[src/rtl/mem_access_unit_if.sv]
// Data-memory bus between the memory-access stage and the data memory.
// The master side issues requests; the slave side answers with ready,
// and for loads with a later rvalid carrying the read doubleword.
interface mem_access_unit_if #(
  parameter int DATA_WIDTH = 64
) ();
  logic                    o_mem_req;
  logic                    o_mem_we;
  logic [DATA_WIDTH-1:0]   o_mem_addr;
  logic [DATA_WIDTH-1:0]   o_mem_wdata;
  logic [DATA_WIDTH/8-1:0] o_mem_wstrb;
  logic                    i_mem_ready;
  logic                    i_mem_rvalid;
  logic [DATA_WIDTH-1:0]   i_mem_rdata;

  modport master (
    output o_mem_req, o_mem_we, o_mem_addr, o_mem_wdata, o_mem_wstrb,
    input  i_mem_ready, i_mem_rvalid, i_mem_rdata
  );

  modport slave (
    input  o_mem_req, o_mem_we, o_mem_addr, o_mem_wdata, o_mem_wstrb,
    output i_mem_ready, i_mem_rvalid, i_mem_rdata
  );
endinterface

[src/rtl/mem_access_unit.sv]
// RV64 memory-access stage. Turns the EX/MEM slot into a request/response
// transaction on the data-memory bus, lines store data up with its byte
// lanes, extracts and extends load data, and stalls the front of the
// pipeline until the access has completed. Misaligned or illegal accesses
// never reach memory; they produce a one-cycle fault pulse instead.
module mem_access_unit #(
  parameter int DATA_WIDTH = 64
) (
  input  logic                  clk,
  input  logic                  rst_n,
  input  logic                  i_valid,
  input  logic                  i_mem_read,
  input  logic                  i_mem_write,
  input  logic [2:0]            i_funct3,
  input  logic [DATA_WIDTH-1:0] i_aluout,
  input  logic [DATA_WIDTH-1:0] i_wr_mem_data,
  input  logic [4:0]            i_Rd,
  mem_access_unit_if.master     mem,
  output logic                  o_stall,
  output logic                  o_load_valid,
  output logic [DATA_WIDTH-1:0] o_load_data,
  output logic [4:0]            o_load_rd,
  output logic                  o_fault
);

  typedef enum logic [1:0] {
    IDLE   = 2'd0,
    REQ    = 2'd1,
    WAIT_R = 2'd2
  } state_t;

  state_t                state, next_state;
  logic [2:0]            off;
  logic                  is_access;
  logic                  misaligned;
  logic                  illegal;
  logic                  legal_access;
  logic                  fault_access;
  logic                  stall_raw;
  logic [7:0]            strb_base;
  logic [DATA_WIDTH-1:0] load_shifted;
  logic [DATA_WIDTH-1:0] load_ext;

  assign off          = i_aluout[2:0];
  assign is_access    = i_valid & (i_mem_read | i_mem_write);
  assign illegal      = (i_mem_read & i_mem_write)
                      | (i_mem_read & (i_funct3 == 3'b111))
                      | (i_mem_write & i_funct3[2])
                      | misaligned;
  assign legal_access = is_access & ~illegal;
  assign fault_access = is_access & illegal;

  // Natural alignment: the low size-bits of the address must be zero
  always_comb begin
    misaligned = 1'b0;
    case (i_funct3[1:0])
      2'b00:   misaligned = 1'b0;
      2'b01:   misaligned = off[0];
      2'b10:   misaligned = |off[1:0];
      default: misaligned = |off;
    endcase
  end

  // Byte-enable pattern for the access size, shifted to its lanes
  always_comb begin
    strb_base = 8'hFF;
    case (i_funct3[1:0])
      2'b00:   strb_base = 8'h01;
      2'b01:   strb_base = 8'h03;
      2'b10:   strb_base = 8'h0F;
      default: strb_base = 8'hFF;
    endcase
  end

  // Bus outputs come straight from the stalled EX/MEM slot, so they stay
  // stable for as long as the request is held
  assign mem.o_mem_req   = (state == REQ);
  assign mem.o_mem_we    = i_mem_write;
  assign mem.o_mem_addr  = {i_aluout[DATA_WIDTH-1:3], 3'b000};
  assign mem.o_mem_wdata = i_wr_mem_data << {off, 3'b000};
  assign mem.o_mem_wstrb = strb_base << off;

  // Move the addressed bytes down to bit 0, then sign- or zero-extend
  always_comb begin
    load_shifted = mem.i_mem_rdata >> {off, 3'b000};
    load_ext     = load_shifted;
    case (i_funct3)
      3'b000:  load_ext = {{56{load_shifted[7]}},  load_shifted[7:0]};
      3'b001:  load_ext = {{48{load_shifted[15]}}, load_shifted[15:0]};
      3'b010:  load_ext = {{32{load_shifted[31]}}, load_shifted[31:0]};
      3'b100:  load_ext = {56'd0, load_shifted[7:0]};
      3'b101:  load_ext = {48'd0, load_shifted[15:0]};
      3'b110:  load_ext = {32'd0, load_shifted[31:0]};
      default: load_ext = load_shifted;
    endcase
  end

  // Access state register
  always_ff @(posedge clk) begin
    if (!rst_n) state <= IDLE;
    else        state <= next_state;
  end

  // Next state and stall; stall drops in the completion cycle so EX/MEM
  // advances on the same edge that returns the FSM to IDLE
  always_comb begin
    next_state = state;
    stall_raw  = 1'b0;
    case (state)
      IDLE: begin
        if (legal_access) begin
          next_state = REQ;
          stall_raw  = 1'b1;
        end
      end
      REQ: begin
        if (i_mem_write) begin
          stall_raw = ~mem.i_mem_ready;
          if (mem.i_mem_ready) next_state = IDLE;
        end else begin
          stall_raw = 1'b1;
          if (mem.i_mem_ready) next_state = WAIT_R;
        end
      end
      WAIT_R: begin
        stall_raw = ~mem.i_mem_rvalid;
        if (mem.i_mem_rvalid) next_state = IDLE;
      end
      default: next_state = IDLE;
    endcase
  end

  assign o_stall = stall_raw & rst_n;

  // Registered writeback and fault pulses toward MEM/WB
  always_ff @(posedge clk) begin
    if (!rst_n) begin
      o_load_valid <= 1'b0;
      o_load_data  <= '0;
      o_load_rd    <= 5'd0;
      o_fault      <= 1'b0;
    end else begin
      o_load_valid <= 1'b0;
      o_fault      <= (state == IDLE) & fault_access;
      if ((state == WAIT_R) && mem.i_mem_rvalid) begin
        o_load_valid <= 1'b1;
        o_load_data  <= load_ext;
        o_load_rd    <= i_Rd;
      end
    end
  end

endmodule

[src/flat_wrapper.sv]
// flat-port wrapper written by rule: the top's interface ports become plain ports
module mem_access_unit_flat 
#(
  parameter int DATA_WIDTH = 64
)
  (clk, rst_n, i_valid, i_mem_read, i_mem_write, i_funct3, i_aluout, i_wr_mem_data, i_Rd, o_stall, o_load_valid, o_load_data, o_load_rd, o_fault, mem_o_mem_req, mem_o_mem_we, mem_o_mem_addr, mem_o_mem_wdata, mem_o_mem_wstrb, mem_i_mem_ready, mem_i_mem_rvalid, mem_i_mem_rdata);
  mem_access_unit_if #(.DATA_WIDTH(DATA_WIDTH)) mem_i ();
  input  logic clk;
  input  logic rst_n;
  input  logic i_valid;
  input  logic i_mem_read;
  input  logic i_mem_write;
  input  logic [2:0] i_funct3;
  input  logic [DATA_WIDTH-1:0] i_aluout;
  input  logic [DATA_WIDTH-1:0] i_wr_mem_data;
  input  logic [4:0] i_Rd;
  output logic o_stall;
  output logic o_load_valid;
  output logic [DATA_WIDTH-1:0] o_load_data;
  output logic [4:0] o_load_rd;
  output logic o_fault;
  output wire logic [$bits(mem_i.o_mem_req)-1:0] mem_o_mem_req;
  output wire logic [$bits(mem_i.o_mem_we)-1:0] mem_o_mem_we;
  output wire logic [$bits(mem_i.o_mem_addr)-1:0] mem_o_mem_addr;
  output wire logic [$bits(mem_i.o_mem_wdata)-1:0] mem_o_mem_wdata;
  output wire logic [$bits(mem_i.o_mem_wstrb)-1:0] mem_o_mem_wstrb;
  input wire logic [$bits(mem_i.i_mem_ready)-1:0] mem_i_mem_ready;
  input wire logic [$bits(mem_i.i_mem_rvalid)-1:0] mem_i_mem_rvalid;
  input wire logic [$bits(mem_i.i_mem_rdata)-1:0] mem_i_mem_rdata;
  assign mem_o_mem_req = mem_i.o_mem_req;
  assign mem_o_mem_we = mem_i.o_mem_we;
  assign mem_o_mem_addr = mem_i.o_mem_addr;
  assign mem_o_mem_wdata = mem_i.o_mem_wdata;
  assign mem_o_mem_wstrb = mem_i.o_mem_wstrb;
  assign mem_i.i_mem_ready = mem_i_mem_ready;
  assign mem_i.i_mem_rvalid = mem_i_mem_rvalid;
  assign mem_i.i_mem_rdata = mem_i_mem_rdata;
  mem_access_unit #(.DATA_WIDTH(DATA_WIDTH)) u_core (.clk(clk), .rst_n(rst_n), .i_valid(i_valid), .i_mem_read(i_mem_read), .i_mem_write(i_mem_write), .i_funct3(i_funct3), .i_aluout(i_aluout), .i_wr_mem_data(i_wr_mem_data), .i_Rd(i_Rd), .mem(mem_i), .o_stall(o_stall), .o_load_valid(o_load_valid), .o_load_data(o_load_data), .o_load_rd(o_load_rd), .o_fault(o_fault));
endmodule
[config.mk]
export PLATFORM = sky130hd
export DESIGN_NAME = mem_access_unit_flat
export DESIGN_NICKNAME = d
export VERILOG_FILES = /design/src/rtl/mem_access_unit_if.sv /design/src/rtl/mem_access_unit.sv /design/src/flat_wrapper.sv
export SDC_FILE = /design/constraint.sdc
export NUM_CORES = 1
export LEC_CHECK = 0
export ABC_AREA = 1
export BUFFER_PORTS_ARGS = -buffer_cell sky130_fd_sc_hd__buf_2
export CORE_AREA = 2 2 161 163
export CTS_CLUSTER_DIAMETER = 50
export DETAILED_ROUTE_END_ITERATION = 16
export DIE_AREA = 0 0 163 165
export SYNTH_ARGS = -nofsm -noshare
export SYNTH_HDL_FRONTEND = slang
export SYNTH_SLANG_ARGS = --single-unit
[constraint.sdc]
create_clock -name clk -period 1.7 [get_ports clk]
set_input_delay 0.17 -clock clk [delete_from_list [all_inputs] [get_ports clk]]
set_output_delay 0.17 -clock clk [all_outputs]
set_load 0.02 [all_outputs]
Yosys cells after proc, flatten, opt, wreduce, memory -nomap -nowiden
Index checks and enable logic that the tools add are counted.
{ "word_totals": {"input_bits": 207, "ff_bits": 73, "output_inout_bits": 210, "elab_cells": 56} }
{ "classes": {"eq_ne": 13, "muxes": 13, "shifts": 3, "bitwise": 15, "n_reduce_logical": 7} }
{ "ops": {"columns": ["cell", "count"], "rows": [
  ["case mux 64 bit (6 select lines)", 1],
  ["<< shifter 64 x 6 -> 64 bit", 1],
  ["right shift 64 x 6 -> 64 bit", 1],
  ["case mux 8 bit (3 select lines)", 1],
  ["equality test 3 bit (second input constant)", 4],
  ["two-way mux 2 bit", 5],
  ["bitwise AND 1 bit", 8],
  ["<< shifter 8 x 3 -> 8 bit", 1],
  ["case mux 1 bit (3 select lines)", 2],
  ["case mux 2 bit (3 select lines)", 1],
  ["equality test 2 x 1 -> 1 bit (second input constant)", 2],
  ["equality test 2 bit (second input constant)", 2],
  ["zero test 2 bit", 2],
  ["inequality test 2 x 1 -> 1 bit (second input constant)", 2],
  ["OR 1 bit", 4],
  ["equality test 3 x 1 -> 1 bit (second input constant)", 1],
  ["equality test 3 x 2 -> 1 bit (second input constant)", 1],
  ["zero test 3 bit", 1],
  ["two-way mux 1 bit", 3],
  ["NOT 1 bit", 3],
  ["AND reduction 3 bit", 1],
  ["OR reduction 3 bit", 1],
  ["inequality test 2 bit (second input constant)", 1],
  ["OR reduction 2 bit", 1],
  ["logical AND 1 bit", 1]
]} }

Depth between registers and ports, before layout
{ "depth": {"word_depth": 10, "depth_mapped": 12, "depth_no_buf": 10} }

Worst setup path before layout
No wires, ideal clock.
{ "synth_path": {"path_type": "input to output", "startpoint": "input i_aluout[0]", "endpoint": "output o_stall", "required_time_ps": 1530, "setup_slack_ps": -58, "arrival_time_ps": 1588, "n_path_buf": 1, "cell_stages": 8, "path_cell_list": "buf_4 > nor2_4 > inv_1 > nor2_1 > o21ai_0 > nand2_1 > nand4_1 > a21oi_1"} }
{ "synth_via": {"elab_chain_len": 8, "word_cells_on_any_way": 9, "classes_between": "3 x mux; 4 x bitwise; 2 x reduce/logical"} }
{ "synth_rtl": {"columns": ["element", "line_no", "source"], "rows": [
  ["start, declared", "flat_wrapper.sv:14", "input logic [DATA_WIDTH-1:0] i_aluout;"],
  ["OR reduction 3 bit or OR reduction 2 bit (tied branches)", "mem_access_unit.sv:60, mem_access_unit.sv:59", null],
  ["case mux 1 bit (3 select lines) *", "mem_access_unit.sv:56", "case (i_funct3[1:0])"],
  ["OR 1 bit *", "mem_access_unit.sv:49", "| misaligned;"],
  ["NOT 1 bit *", "mem_access_unit.sv:50", "assign legal_access = is_access & ~illegal;"],
  ["bitwise AND 1 bit *", "mem_access_unit.sv:50", null],
  ["two-way mux 1 bit *", "mem_access_unit.sv:111", "if (legal_access) begin"],
  ["case mux 1 bit (3 select lines) *", "mem_access_unit.sv:109", "case (state)"],
  ["bitwise AND 1 bit *", "mem_access_unit.sv:133", "assign o_stall = stall_raw & rst_n;"],
  ["end, declared", "flat_wrapper.sv:17", "output logic o_stall;"]
]} }
Every way passes the cells marked *; elsewhere a longest branch is shown, timed or not.

Final worst setup path
{ "layout_path": {"startpoint": "input i_aluout[0]", "endpoint": "output mem_o_mem_wdata[5]"} }
{ "layout_via": {"elab_chain_len": 1} }
{ "layout_rtl": {"columns": ["element", "line_no", "source"], "rows": [
  ["<< shifter 64 x 6 -> 64 bit", "mem_access_unit.sv:80", "assign mem.o_mem_wdata = i_wr_mem_data << {off, 3'b000};"],
  ["end, declared", "flat_wrapper.sv:25", "output wire logic [$bits(mem_i.o_mem_wdata)-1:0] mem_o_mem_wdata;"]
]} }
Every way passes these cells.

==> impl_metrics.toml <==
[synthesis]
synthMuxAreaShare_pct = 3.01
synthXorXnorAreaFrac_pct = 0
syn_inst = 1238
post_synth_and_or_nand_nor_area_fraction_pct = 39.4
synth_edf_count = 0
ys_warn_count = 0
synth_top_area_share_pct = 20.9
netlist_top_cells_area = "dfxtp_1 21%, nand2_1 20%, o21ai_0 10%, nand3_1 8.8%, nor2_1 8.1%"
ys.flop_type = "dfxtp_1"
ys_seq_area_share_pct = 20.9
synth_cell_types = 34
synthArstFlopShare_pct = 0
synth-compound-area-share_pct = 18.9
netlist_area_um2 = 6980
synth_top_family_by_area = "simple AND/OR/NAND/NOR gates"
ys_ff_latch = 73
synth_largest_area_cell = "dfxtp_1"
synth.avg_cell_area_um2 = 5.64
synthAdderAreaFrac_pct = 0

[place]
post-dp-hpwl_mm = 24.7
dp.cells = 1769
port_buffers = 291
place_area_um2 = 8590
gp_congestion = 0.922

[layout]
final-seq-area_um2 = 1460
finalNetCount = 1660
drive_gt1_share_pct = 28.5
multi_input_area_um2 = 4350
syn_to_final_growth_pct = 30.1
nFillCells = 2808
layoutNonFillerInstCount = 1798
final_cell_area_um2 = 9080

[setup_path]
critical_path_depth = 9
worstPathArrival_ns = 1.46
cp_max_fo = 11
crit_chain = "buf_12 > nor2_4 > inv_2 > nor2_4 > buf_6 > buf_6 > clkinvlp_4 > nor2_1 > buf_4"
crit_required_ns = 1.53
cp_num_buf_inv = 6
end_kind = "output port"
slowest_stage = "clkinvlp_4"
cp-start-kind = "primary input"
reg2reg_depth = 7
cpPeakStageDelay_ns = 0.27
crit_family = "buffers and inverters"
path_class = "in2out"

[floorplanning]
start_util_pct = 27.9
rows = 58
coreArea_um2 = 25000
ios = 417
die_width_um = 163
die_area_um2 = 26900
chipHeight_um = 165

[cts]
cts_buffers = 9
clock-sinks = 73
cts_hold_buf = 0
path_clk_slew_ns = 0.06
cts_tree = "built"
cts_max_level = 3
max-clock-path-buffers = 2
clockRootBuffer = "clkbuf_16"
clock_latency_ns = 0.35

[power]
p_per_area_nw_per_um2 = 610
p_total_w = 0.00553
ir_drop_uv = 458
power.leakage_nw = 5.02

[grt]
grt_pass1_wl_mm = 46.6
grt_util_all_layers_pct = 22.4
globalRouteMet1Util_pct = 30.0
antenna_found_initial = 18
grt_most_used_layer = "met2"
use_met3_pct = 8.41
overflow = 0
grtUsageMet2_pct = 33.3
grt_pass1_vias = 8046
grt_start_max_net_pins = 66

[sta]
hold_ws_ns = 0.0488
min_period_ns = 1.63
max_freq_ghz = 0.614
period_share_pct = 95.9
setup_violations = 0
setup_tns_ns = 0
hold_viol_final = 0
skew_ns = 0.00522
drv_slew = 0

[drt]
drc = 0
antenna_left = 0
avgRoutedWirePerCell_um = 17.5
first_pass_iters = 8
wirelength_mm = 31.4
vias = 8859
drtIter0Drc = 806
viasPerCell = 4.93

[hold_path]
hold_depth = 3
min_path_type = "in2reg"

[status]
status = "finished, final reports clean"

[run]
max_cap_viol_count = 0
[per-stage QoR]
| step | util [%] | setup WS, ns |
|---|---|---|
| 2_1_floorplan | - | 0.00445 |
| 3_3_place_gp | 34.3 | -0.00583 |
| 3_5_place_dp | 34.3 | -0.0115 |
| 4_1_cts | 35.6 | 0.0116 |
| 5_1_grt | 36.2 | -0.0162 |
| 6_report | 36.3 | 0.0704 |
[metal layers]
metal	share of wire, %	vias to the layer above
li1	-	4385
met1	43	3980
met2	43	410
met3	10	68
met4	2.9	16
met5	0.25	-
[worst reg2reg max path, stage by stage (launching register included)]
cell     delay, ns
dfxtp_1       0.42
inv_1         0.10
nor3_4        0.28
buf_4         0.20
buf_4         0.18
nand2_1       0.07
nor2_1        0.17
nor2_1        0.06
[cell usage after synthesis (10+ instances only)]
| master | n |
|---|---|
| nand2_1 | 373 |
| nor2_1 | 151 |
| o21ai_0 | 146 |
| nand3_1 | 122 |
| inv_1 | 74 |
| dfxtp_1 | 73 |
| buf_4 | 70 |
| buf_2 | 37 |
| a21oi_1 | 34 |
| clkbuf_1 | 33 |
| o211ai_1 | 22 |
| mux2i_1 | 21 |
| o21a_1 | 17 |
| buf_1 | 12 |
| nor2_2 | 10 |
[cell type report]
cell class | instances | area share (%)
Sequential cell | 73 | 16.1
Antenna cell | 10 | 0.276
Clock inverter | 5 | 0.593
Timing Repair Buffer | 360 | 24.5
Clock buffer | 11 | 2.78
Tap cell | 330 | 4.55
Inverter | 78 | 3.28
Multi-Input combinational cell | 931 | 47.9
[logic make-up (layout without fill, tap and decap cells)]
kind of cell	count (synthesis)	after routing
buffers and inverters	236	454
multiplexers	21	21
flip-flops	73	73
other	1	13
AO/OA/AOI/OAI	239	239
AND/OR/NAND/NOR	668	668
[power by group]
part / leakage, nW / internal [W] / switching [W] / total (W)
Clock: 0.155 / 0.00121 / 0.000759 / 0.00197
Combinational: 4.27 / 0.000660 / 0.00117 / 0.00183
Sequential: 0.589 / 0.00173 / 0.00000912 / 0.00174
[cells in the final DEF, fill, tap and decap left out, types with 4 or more instances in the layout]
cell	Yosys	routed
o22ai_1	9	8
buf_6	6	6
nor2_1	151	142
buf_2	37	282
diode_2	0	10
clkinv_2	0	4
buf_4	70	56
nand2_1	373	372
buf_12	0	15
a21oi_1	34	32
nor2_4	1	5
nand3_1	122	122
clkbuf_16	0	10
o21a_1	17	17
nor2_2	10	15
o211ai_1	22	22
dfxtp_1	73	72
o21ai_1	5	26
o21ai_0	146	125
mux2i_1	21	19
inv_2	3	4
inv_1	74	71
[sequential cells by signal, indices dropped and copies added (netlist names)]
signal,count
u_core.o_fault,1
u_core.o_load_data,64
u_core.o_load_rd,5
u_core.o_load_valid,1
u_core.state,2
[repair_timing]
item,in CTS,in global routing
pin swaps,0,9
resized for setup,3,37
setup buffers,0,2
endpoints found under the setup margin,3,28
cloned,0,1
[path summary, 6_finish.rpt]
path                            slack, ns                endpoint                start
worst max-delay path                 0.07      mem_o_mem_wdata[5]          i_aluout[0]
worst min-delay path                 0.05     u_core.o_load_rd[4]              i_Rd[4]
worst max register to register       0.12  u_core.o_load_data[29]      u_core.state[1]
worst min register to register       0.51     u_core.o_load_rd[2]  u_core.o_load_rd[2]
Note: power is estimated with default switching activity, not from simulation.
